### src/rtl/s3ga_cfg_pkg.sv
// ---------------------------------------------------------------------------
// s3ga_cfg_pkg
//
// Definitions shared by the S3GA configuration-chain blocks:
//   - opcode values recognised on the config chain while idle
//   - encoding of the frame-loader state machine
//   - constant functions giving the frame geometry for a context memory
//
// No ports (package).
// ---------------------------------------------------------------------------
package s3ga_cfg_pkg;

    // Opcodes accepted on cfg_i while the loader is idle.
    localparam int OP_WR = 1;   // load a new frame into the contexts
    localparam int OP_RD = 2;   // stream the stored frame back out on cfg_o

    // Frame-loader states.
    typedef enum logic [2:0] {
        ST_WAIT = 3'd0,   // idle, sampling opcodes
        ST_CFG  = 3'd1,   // receiving data segments
        ST_PAR  = 3'd2,   // receiving the parity segment
        ST_RDBK = 3'd3,   // emitting stored segments, then their parity
        ST_PASS = 3'd4    // passing the chain through until re-armed
    } cfg_st_t;

    // Number of CFG_W-wide segments needed to hold one w-bit context.
    function automatic int segs(input int w, input int cfg_w);
        return (w + cfg_w - 1) / cfg_w;
    endfunction

    // Number of data segments in a full frame of m contexts.
    function automatic int frame(input int m, input int w, input int cfg_w);
        return m * segs(w, cfg_w);
    endfunction

endpackage

### src/rtl/cfg_frame_fsm.sv
// ---------------------------------------------------------------------------
// cfg_frame_fsm
//
// Frame sequencer for the context configuration memory. Tracks which phase
// of a frame the chain is in, counts data segments and accumulates the
// running XOR parity of the segments that pass through.
//
// Ports:
//   clk       in   clock
//   rst       in   asynchronous active-low reset
//   arm       in   synchronous re-arm; forces WAIT from any state
//   rd_allow  in   readback permitted (a good frame is resident)
//   cfg_i     in   config chain input (opcodes, data, parity)
//   par_src   in   segment value folded into the parity accumulator
//   st        out  current state
//   seg       out  segment index within the frame
//   par       out  parity accumulated so far
//   par_ok    out  cfg_i equals the accumulated parity
// ---------------------------------------------------------------------------
module cfg_frame_fsm
    import s3ga_cfg_pkg::*;
#(
    parameter  int M     = 8,
    parameter  int W     = 8,
    parameter  int CFG_W = 4,
    localparam int FRAME = frame(M, W, CFG_W),
    localparam int SEG_W = $clog2(FRAME + 1)
) (
    input  logic             clk,
    input  logic             rst,
    input  logic             arm,
    input  logic             rd_allow,
    input  logic [CFG_W-1:0] cfg_i,
    input  logic [CFG_W-1:0] par_src,
    output cfg_st_t          st,
    output logic [SEG_W-1:0] seg,
    output logic [CFG_W-1:0] par,
    output logic             par_ok
);

    // Only meaningful in ST_PAR, where cfg_i carries the expected parity.
    assign par_ok = (cfg_i == par);

    always_ff @(posedge clk or negedge rst) begin
        if (!rst) begin
            st  <= ST_WAIT;
            seg <= '0;
            par <= '0;
        end else if (arm) begin
            // Re-arm beats any opcode or data presented in the same cycle.
            st  <= ST_WAIT;
            seg <= '0;
            par <= '0;
        end else begin
            case (st)
                ST_WAIT: begin
                    seg <= '0;
                    par <= '0;
                    if (cfg_i == CFG_W'(OP_WR)) begin
                        st <= ST_CFG;
                    end else if ((cfg_i == CFG_W'(OP_RD)) && rd_allow) begin
                        st <= ST_RDBK;
                    end
                end

                ST_CFG: begin
                    // Pad bits of the last segment still count toward parity.
                    par <= par ^ par_src;
                    if (seg == SEG_W'(FRAME - 1)) begin
                        seg <= '0;
                        st  <= ST_PAR;
                    end else begin
                        seg <= seg + 1'b1;
                    end
                end

                ST_PAR: begin
                    par <= '0;
                    st  <= ST_PASS;
                end

                ST_RDBK: begin
                    // seg runs one past the last data segment; that extra
                    // cycle is where the accumulated parity is emitted.
                    if (seg == SEG_W'(FRAME)) begin
                        seg <= '0;
                        par <= '0;
                        st  <= ST_PASS;
                    end else begin
                        par <= par ^ par_src;
                        seg <= seg + 1'b1;
                    end
                end

                ST_PASS: begin
                    seg <= '0;
                end

                default: begin
                    st  <= ST_WAIT;
                    seg <= '0;
                    par <= '0;
                end
            endcase
        end
    end

endmodule

### src/rtl/cfg_ctx_ram.sv
// ---------------------------------------------------------------------------
// cfg_ctx_ram
//
// M-context configuration memory on the S3GA config chain. A frame of
// M*SEGS segments loads every context (segment k targets context k mod M,
// field k / M), followed by a parity segment that decides whether the load
// is accepted. A resident good frame can be streamed back out on cfg_o
// without disturbing it. After a frame the block passes the chain through
// until re-armed. The current context rotates every cycle and is presented
// on o while a good frame is resident.
//
// Ports:
//   clk      in   clock
//   rst      in   asynchronous active-low reset
//   arm      in   synchronous re-arm pulse; returns the loader to WAIT
//   cfg_i    in   config chain input
//   cfg_o    out  config chain output (registered)
//   o        out  data of the current context, zero unless cfg_ok
//   ctx      out  index of the current context
//   cfg_ok   out  last frame loaded with good parity
//   cfg_err  out  last frame failed parity
// ---------------------------------------------------------------------------
module cfg_ctx_ram
    import s3ga_cfg_pkg::*;
#(
    parameter  int M     = 8,
    parameter  int W     = 8,
    parameter  int CFG_W = 4,
    localparam int CTX_W = $clog2(M)
) (
    input  logic             clk,
    input  logic             rst,
    input  logic             arm,
    input  logic [CFG_W-1:0] cfg_i,
    output logic [CFG_W-1:0] cfg_o,
    output logic [W-1:0]     o,
    output logic [CTX_W-1:0] ctx,
    output logic             cfg_ok,
    output logic             cfg_err
);

    localparam int SEGS  = segs(W, CFG_W);
    localparam int FRAME = frame(M, W, CFG_W);
    localparam int SEG_W = $clog2(FRAME + 1);
    // Context width rounded up to whole segments; the pad bits above W
    // exist only transiently in the shift expressions below.
    localparam int PADW  = SEGS * CFG_W;

    logic [W-1:0]     mem [M];

    cfg_st_t          st;
    logic [SEG_W-1:0] seg;
    logic [CFG_W-1:0] par;
    logic             par_ok;
    logic [CFG_W-1:0] par_src;

    int               seg_i;
    int               row;
    logic [CTX_W-1:0] col;
    logic [W-1:0]     wr_word;
    logic [CFG_W-1:0] rd_field;

    cfg_frame_fsm #(
        .M     (M),
        .W     (W),
        .CFG_W (CFG_W)
    ) u_fsm (
        .clk      (clk),
        .rst      (rst),
        .arm      (arm),
        .rd_allow (cfg_ok),
        .cfg_i    (cfg_i),
        .par_src  (par_src),
        .st       (st),
        .seg      (seg),
        .par      (par),
        .par_ok   (par_ok)
    );

    // Segment addressing: contexts are interleaved, so consecutive segments
    // walk across contexts first and move to the next field every M segments.
    // In the readback parity cycle seg equals FRAME, which lands past the
    // last field and yields a zero rd_field; that value is never used.
    always_comb begin
        seg_i    = int'(seg);
        col      = CTX_W'(seg_i % M);
        row      = seg_i / M;
        // Merge cfg_i into its field; bits shifted above W are the pad bits
        // and fall away in the truncation.
        wr_word  = (mem[col] & ~W'(PADW'({CFG_W{1'b1}}) << (row * CFG_W)))
                 | W'(PADW'(cfg_i) << (row * CFG_W));
        // Zero-extension to PADW supplies zero pad bits on the top field.
        rd_field = CFG_W'(PADW'(mem[col]) >> (row * CFG_W));
        par_src  = (st == ST_RDBK) ? rd_field : cfg_i;
    end

    // Free-running context rotation, independent of the loader.
    always_ff @(posedge clk or negedge rst) begin
        if (!rst) begin
            ctx <= '0;
        end else if (ctx == CTX_W'(M - 1)) begin
            ctx <= '0;
        end else begin
            ctx <= ctx + 1'b1;
        end
    end

    always_ff @(posedge clk or negedge rst) begin
        if (!rst) begin
            for (int c = 0; c < M; c++) mem[c] <= '0;
            cfg_o   <= '0;
            cfg_ok  <= 1'b0;
            cfg_err <= 1'b0;
        end else if (arm) begin
            cfg_o <= '0;
            // Re-arming during a load abandons it: the partially written
            // contexts must never be presented as valid.
            if (st == ST_CFG || st == ST_PAR) begin
                for (int c = 0; c < M; c++) mem[c] <= '0;
                cfg_ok  <= 1'b0;
                cfg_err <= 1'b0;
            end
        end else begin
            cfg_o <= '0;
            case (st)
                ST_CFG: begin
                    mem[col] <= wr_word;
                end

                ST_PAR: begin
                    if (par_ok) begin
                        cfg_ok  <= 1'b1;
                        cfg_err <= 1'b0;
                    end else begin
                        for (int c = 0; c < M; c++) mem[c] <= '0;
                        cfg_ok  <= 1'b0;
                        cfg_err <= 1'b1;
                    end
                end

                ST_RDBK: begin
                    cfg_o <= (seg == SEG_W'(FRAME)) ? par : rd_field;
                end

                ST_PASS: begin
                    cfg_o <= cfg_i;
                end

                default: begin
                end
            endcase
        end
    end

    assign o = cfg_ok ? mem[ctx] : '0;

endmodule

### config.mk
export PLATFORM = sky130hd
export DESIGN_NAME = cfg_ctx_ram
export DESIGN_NICKNAME = d
export VERILOG_FILES = /design/src/rtl/s3ga_cfg_pkg.sv /design/src/rtl/cfg_frame_fsm.sv /design/src/rtl/cfg_ctx_ram.sv
export SDC_FILE = /design/constraint.sdc
export NUM_CORES = 1
export LEC_CHECK = 0
export CORE_AREA = 2 2 101 103
export CTS_BUF_LIST = sky130_fd_sc_hd__clkbuf_16
export CTS_CLUSTER_DIAMETER = 60
export DETAILED_ROUTE_END_ITERATION = 8
export DIE_AREA = 0 0 103 105
export GPL_TIMING_DRIVEN = 0
export PLACE_DENSITY = 0.64
export SLEW_MARGIN = 20
export SYNTH_ARGS = -nofsm -noshare
export SYNTH_HDL_FRONTEND = slang
export SYNTH_SLANG_ARGS = --single-unit
### constraint.sdc
create_clock -name clk -period 2.5 [get_ports clk]
set_clock_uncertainty 0.2 [all_clocks]
set_input_delay 0.5 -clock clk [delete_from_list [all_inputs] [get_ports clk]]
set_output_delay 0.5 -clock clk [all_outputs]
set_load 0.01 [all_outputs]
Word level (Yosys, flattened, before mapping)

Cells that the tools add are included.

Input port bits: 7
Word-level logic and storage cells: 94
Output and inout port bits: 17
Flip-flop bits (word level): 85

Reductions and logical operators: 9
Multiplexer cells: 39
Order comparisons: 3
Add/sub/neg operators: 2
Bitwise logic cells: 6
Shifts and indexed selects: 3
Equality and inequality tests: 17

Operators by type and width:

| cell                                                               | number |
|---|---|
| 64-bit two-way mux                                                 | 3 |
| 64-bit case mux with 2 select lines                                | 1 |
| 64-bit bitwise mux                                                 | 1 |
| 8-bit binary-select mux with 3-bit select                          | 2 |
| 8-bit two-way mux                                                  | 6 |
| 8-bit demux with 3-bit select                                      | 1 |
| 4-bit two-way mux                                                  | 5 |
| 3-bit two-way mux                                                  | 6 |
| 5-bit two-way mux                                                  | 3 |
| 3-bit case mux with 5 select lines                                 | 1 |
| 5-bit case mux with 3 select lines                                 | 1 |
| 4-bit case mux with 3 select lines                                 | 1 |
| 8-bit bitwise AND                                                  | 1 |
| 4-bit >= comparator (second input constant)                        | 2 |
| 3-bit NOT with 4-bit output                                        | 2 |
| 8-bit NOT                                                          | 1 |
| 8-bit bitwise OR                                                   | 1 |
| 4-bit case mux with 2 select lines                                 | 1 |
| 4-bit by 4-bit left shift with 8-bit output                        | 1 |
| 4-bit by 4-bit left shift with 8-bit output (first input constant) | 1 |
| 8-bit by 4-bit >> shifter with 4-bit output                        | 1 |
| 1-bit two-way mux                                                  | 7 |
| 3-bit by 2-bit == test with 1-bit output (second input constant)   | 2 |
| 3-bit == test (second input constant)                              | 2 |
| other kinds (23)                                                   | 26 |

Depth between registers and ports, before layout

Word-level depth: 10
Depth in mapped cells: 10
Gate-level depth less buffers: 9

Cells and area by module

Synthesis repeated with hierarchy kept, for this count alone.

Cells, all modules: 467
Area, all modules: 5347.6 um^2

Modules (own cells, without submodules):

| module        | area an instance (um^2) | cells each | instances | sequential area each (um^2) |
|---|---|---|---|---|
| cfg_ctx_ram   | 4564.4                  | 380        | 1         | 1826.8 |
| cfg_frame_fsm | 783.3                   | 87         | 1         | 300.3 |

Least setup slack after synthesis

OpenSTA, ideal clock, no wires.

Kind: reg2out
Start: register ctx[0]
End: output port o[6]
Required time: 1800 ps
Data arrival time: 1698 ps
Cell stages (with the launch flop): 6
Path buffers: 2
Setup slack: 102 ps
Cells stage by stage: dfrtp_1 buf_2 buf_2 mux4_2 mux2i_1 nor2b_1

Longest elaborated chain between the ends: 5

Ends and longest elaborated chain:

| what                                                  | RTL line           | text |
|---|---|---|
| from (decl)                                           | cfg_ctx_ram.sv:37  | `output logic [CTX_W-1:0] ctx,` |
| from (signal assigned)                                | cfg_ctx_ram.sv:104 | `ctx <= ctx + 1'b1;` |
| 3-bit NOT with 4-bit output (implied by the code)     | cfg_ctx_ram.sv:155 | `assign o = cfg_ok ? mem[ctx] : '0;` |
| 8-bit binary-select mux with 3-bit select             | cfg_ctx_ram.sv:155 |  |
| 8-bit two-way mux (implied by the code) (2 in series) | cfg_ctx_ram.sv:155 |  |
| 8-bit two-way mux                                     | cfg_ctx_ram.sv:155 |  |
| to (decl)                                             | cfg_ctx_ram.sv:36  | `output logic [W-1:0] o,` |

No other way between the ends. The select of a mux whose other input is x is not followed.

Worst setup path after layout

Start: register ctx[0]
End: output port o[2]

The elaborated chain is that of the path after synthesis.

==> flow_summary.html <==
<table>
<tr><th>Metric</th><th>Value</th></tr>
<tr><th colspan="2">Final layout</th></tr>
<tr><td>Number of nets in the finished design</td><td>503</td></tr>
<tr><td>Most frequent cells in the layout</td><td>84 x dfrtp_1, 45 x nand2_1, 43 x mux2i_1</td></tr>
<tr><td>Leading cell type in the layout, fill and taps excluded</td><td>dfrtp_1</td></tr>
<tr><td>Layout area overhead</td><td>17.6%</td></tr>
<tr><td>Ratio of cells with drive above 1 in the final layout</td><td>0.186</td></tr>
<tr><td>ANT cells</td><td>0</td></tr>
<tr><th colspan="2">Clocking</th></tr>
<tr><td>Clock insertion delay at the later pin of the skew report</td><td>between 300 and 400 ps</td></tr>
<tr><td>Clock-pin slew of the registers on the worst-case setup and hold paths</td><td>70 ps</td></tr>
<tr><td>Clock Tree Root</td><td>clkbuf_16</td></tr>
<tr><td>Total CTS buffers</td><td>9</td></tr>
<tr><td>Buffers from clock root to sink, at most</td><td>2</td></tr>
<tr><td>Number of clock sinks seen by CTS</td><td>85</td></tr>
<tr><td>Maximum level of the CTS H-tree</td><td>3</td></tr>
<tr><td>CTS tree</td><td>done</td></tr>
<tr><th colspan="2">Routing</th></tr>
<tr><td>Average wire per standard cell</td><td>roughly 22 microns</td></tr>
<tr><td>Via count</td><td>3868</td></tr>
<tr><td>WL final</td><td>roughly 14000 microns</td></tr>
<tr><td>Detailed-routing iteration count for the pre-antenna-repair pass</td><td>5</td></tr>
<tr><td>Number of DRC violations after detailed-routing iteration 0</td><td>roughly 320</td></tr>
<tr><td>Via density per instance</td><td>just over 6</td></tr>
<tr><td>Number of remaining DRC errors</td><td>0</td></tr>
<tr><td>Number of nets with antenna violations after routing</td><td>0</td></tr>
<tr><th colspan="2">Synthesis</th></tr>
<tr><td>Netlist cell types</td><td>43</td></tr>
<tr><td>Post-synthesis average cell area</td><td>~11 sq um</td></tr>
<tr><td>Post-synthesis cell count</td><td>449</td></tr>
<tr><td>Area of the mapped netlist</td><td>about 4800 sq um</td></tr>
<tr><td>Number of nets in the synthesized netlist</td><td>roughly 460</td></tr>
<tr><td>Count of warnings emitted by yosys</td><td>0</td></tr>
<tr><td>Seq cells post-synth</td><td>85</td></tr>
<tr><td>Sequential element share of the synthesized area</td><td>0.439</td></tr>
<tr><th colspan="2">GRT</th></tr>
<tr><td>Gr ovfl total</td><td>0</td></tr>
<tr><td>Number of antenna violations at the first check in global routing</td><td>0</td></tr>
<tr><td>Maximum number of pins on one net before global-route repair</td><td>55</td></tr>
<tr><td>Overall track demand over capacity in global routing</td><td>0.272</td></tr>
<tr><td>Wire length of the first global-routing pass</td><td>roughly 22000 microns</td></tr>
<tr><td>Via count of the first global-routing pass</td><td>~3800</td></tr>
<tr><th colspan="2">Critical path</th></tr>
<tr><td>Crit path launch type</td><td>flip-flop</td></tr>
<tr><td>Slowest cell delay on critical path</td><td>~560 ps</td></tr>
<tr><td>Worst setup path category</td><td>flip-flop to output pin</td></tr>
<tr><td>CP max-delay cell</td><td>mux4_2</td></tr>
<tr><td>Critical path cell sequence</td><td>buf_8 &gt; buf_12 &gt; mux4_2 &gt; mux2i_2 &gt; nor2b_1 &gt; buf_2</td></tr>
<tr><td>Type of element capturing the critical path</td><td>output pin</td></tr>
<tr><td>Maximum net fanout on the critical path</td><td>5</td></tr>
<tr><td>Data required time at the worst endpoint</td><td>1800 ps</td></tr>
<tr><td>Arr. time, crit path</td><td>a little under 2000 ps</td></tr>
<tr><th colspan="2">Timing</th></tr>
<tr><td>Minimum clock period after layout</td><td>2650 ps</td></tr>
<tr><td>Hold Vio Cnt, Final</td><td>0</td></tr>
<tr><td>Transition at the pin with the smallest max-transition slack</td><td>between 800 and 900 ps</td></tr>
<tr><td>Worst hold-check slack</td><td>305 ps</td></tr>
<tr><td>Setup TNS</td><td>-806 ps</td></tr>
<tr><td>Highest achievable clock rate</td><td>roughly 0.38 GHz</td></tr>
<tr><td>Final number of setup-violating endpoints</td><td>8</td></tr>
<tr><td>Share of the cycle needed by the critical path after routing</td><td>1.06</td></tr>
<tr><td>Least setup slack across all paths after layout</td><td>-153 ps</td></tr>
<tr><td>RSZ-0062 raised after global routing</td><td>yes</td></tr>
<tr><td>Relative slew slack</td><td>0.461</td></tr>
<tr><td>Final-report max-slew violation count</td><td>0</td></tr>
<tr><th colspan="2">Placed design</th></tr>
<tr><td>Global placer's final weighted congestion</td><td>approximately 0.9</td></tr>
<tr><td>Half-perimeter wire length after detailed placement</td><td>roughly 9400 microns</td></tr>
<tr><td>Pre-CTS setup slack</td><td>-686 ps</td></tr>
<tr><td>IO buf count</td><td>21</td></tr>
<tr><th colspan="2">Floorplanning</th></tr>
<tr><td>Number of cell rows</td><td>36</td></tr>
<tr><td>Die area</td><td>around 11000 sq um</td></tr>
<tr><td>Die extent in y</td><td>between 100 and 150 microns</td></tr>
<tr><td>DIE WIDTH</td><td>103 microns</td></tr>
<tr><td>Ports placed on the boundary</td><td>24</td></tr>
<tr><td>Effective utilization at floorplan</td><td>0.502</td></tr>
<tr><td>Core box area</td><td>approximately 9600 sq um</td></tr>
<tr><th colspan="2">Outcome</th></tr>
<tr><td>Status</td><td>finished with violations</td></tr>
<tr><td>Violations in the final reports</td><td>setup timing</td></tr>
<tr><th colspan="2">Run</th></tr>
<tr><td>MaxCap Viol Count</td><td>0</td></tr>
<tr><th colspan="2">Pwr</th></tr>
<tr><td>Worst supply voltage drop on vdd</td><td>between 0.3 and 0.4 mV</td></tr>
<tr><td>Pwr/cell area</td><td>approximately 760 nW/um^2</td></tr>
<tr><td>Leakage power total</td><td>around 2.2 nW</td></tr>
<tr><th colspan="2">Hold path</th></tr>
<tr><td>Worst min-delay path category</td><td>flip-flop to flip-flop</td></tr>
</table>
-- flip-flops by register name, indices dropped and copies added, names as in the netlist --
name,flops
cfg_ok,1
u_fsm.st,3
cfg_err,1
cfg_o,4
mem,64
u_fsm.par,4
ctx,3
u_fsm.seg,5
-- repair_timing --
item / 4_1_cts / 5_1_grt
pin swaps: 1 / 1
hold buffers: 1 / 0
setup buffers: 6 / 3
cloned: 1 / 0
endpoints found under the setup margin: 11 / 14
hold endpoints to repair: 31 / 0
resized for setup: 46 / 11
-- layout make-up --
type	instances	area, sq um
plain buffers	24	160
flip-flops and latches	85	2130
inverters	7	30.0
multi-input cells	331	2600
fillers	840	3950
clock inverters	7	92.6
repair buffers	32	289
well taps	133	166
clock buffers	9	225
-- Yosys cell counts --
cell,number,area share
dfrtp_1,85,0.44
mux2i_1,45,0.093
nand2_1,45,0.035
o2bb2ai_1,40,0.072
o21ai_0,38,0.039
nor2_1,18,0.014
o22ai_1,18,0.023
mux4_2,16,0.074
buf_2,14,0.014
nand2b_1,13,0.017
nor2b_1,13,0.017
or3_1,10,0.013
nand3_1,8,0.0083
o21ai_2,8,0.014
clkbuf_1,7,0.0054
inv_1,7,0.0054
ha_1,6,0.016
a22o_1,5,0.0090
a31oi_1,5,0.0065
nor3_1,5,0.0052
o21ai_1,5,0.0052
o21ai_4,5,0.017
xnor2_1,4,0.0072
a21oi_1,3,0.0031
and3_1,3,0.0039
o221ai_2,3,0.0093
buf_1,2,0.0016
buf_4,2,0.0031
nor4_1,2,0.0026
a2111o_1,1,0.0023
a2111oi_0,1,0.0018
a211o_1,1,0.0018
buf_6,1,0.0023
nand2b_2,1,0.0018
nand3b_1,1,0.0016
nand4_2,1,0.0026
nor4bb_1,1,0.0021
o21a_1,1,0.0016
o21ba_2,1,0.0021
o21bai_1,1,0.0016
o41ai_1,1,0.0018
or2_1,1,0.0013
or2_2,1,0.0013
-- kinds of logic (layout without fill, tap and decap cells) --
| logic type | count (synthesis) | count (layout) | synth area share |
|---|---|---|---|
| xor gates and xnor gates | 4 | 4 | 0.00724 |
| muxes | 61 | 61 | 0.167 |
| buffers and inverters | 33 | 79 | 0.0323 |
| and+or+nand+nor | 123 | 123 | 0.126 |
| adders and majority gates | 6 | 6 | 0.0155 |
| AOI/OAI and AO/OA | 137 | 137 | 0.212 |
| DFF | 85 | 85 | 0.439 |
-- per-layer routing --
metal	vias up	wire, microns	track usage
met5	-	0	0
met4	0	347	0.0912
met3	30	1160	0.0702
met2	171	6100	0.378
met1	1895	6240	0.411
li1	1772	-	-
-- power breakdown --
part	switching, mW	internal (mW)	total [mW]
Sequential	0.0801	1.47	1.55
Combinational	0.830	0.464	1.29
Clock	0.584	0.872	1.46
Total	1.49	2.81	4.30
-- critical path, delay by kind of cell (launching register included) --
family	cells	cell delay, ps
muxes	2	750
buffers and inverters	3	410
DFF	1	390
and+or+nand+nor	1	60
-- stage by stage --
stage / util / cell area [sq um] / instances / total power, mW
floorplan: - / 4840 / 449 / 2.40
global placement: 0.541 / 5220 / 603 / 2.77
detailed placement: 0.544 / 5240 / 604 / 2.79
CTS: 0.586 / 5650 / 627 / 4.23
global route: 0.591 / 5690 / 628 / 4.48
finish: 0.591 / 5690 / 628 / 4.30
-- worst paths after layout --
check,slack (ps),start,end,cells after the start
worst min-delay path,310,cfg_err,cfg_err,1
worst min register to register,310,cfg_err,cfg_err,1
worst max-delay path,-150,ctx[0],o[2],6
worst max register to register,110,u_fsm.seg[2],u_fsm.par[3],7
min in group asynchronous,440,rst,u_fsm.par[3],2
max in group asynchronous,1030,rst,ctx[1],3
Power figures use the tool's default switching activity.
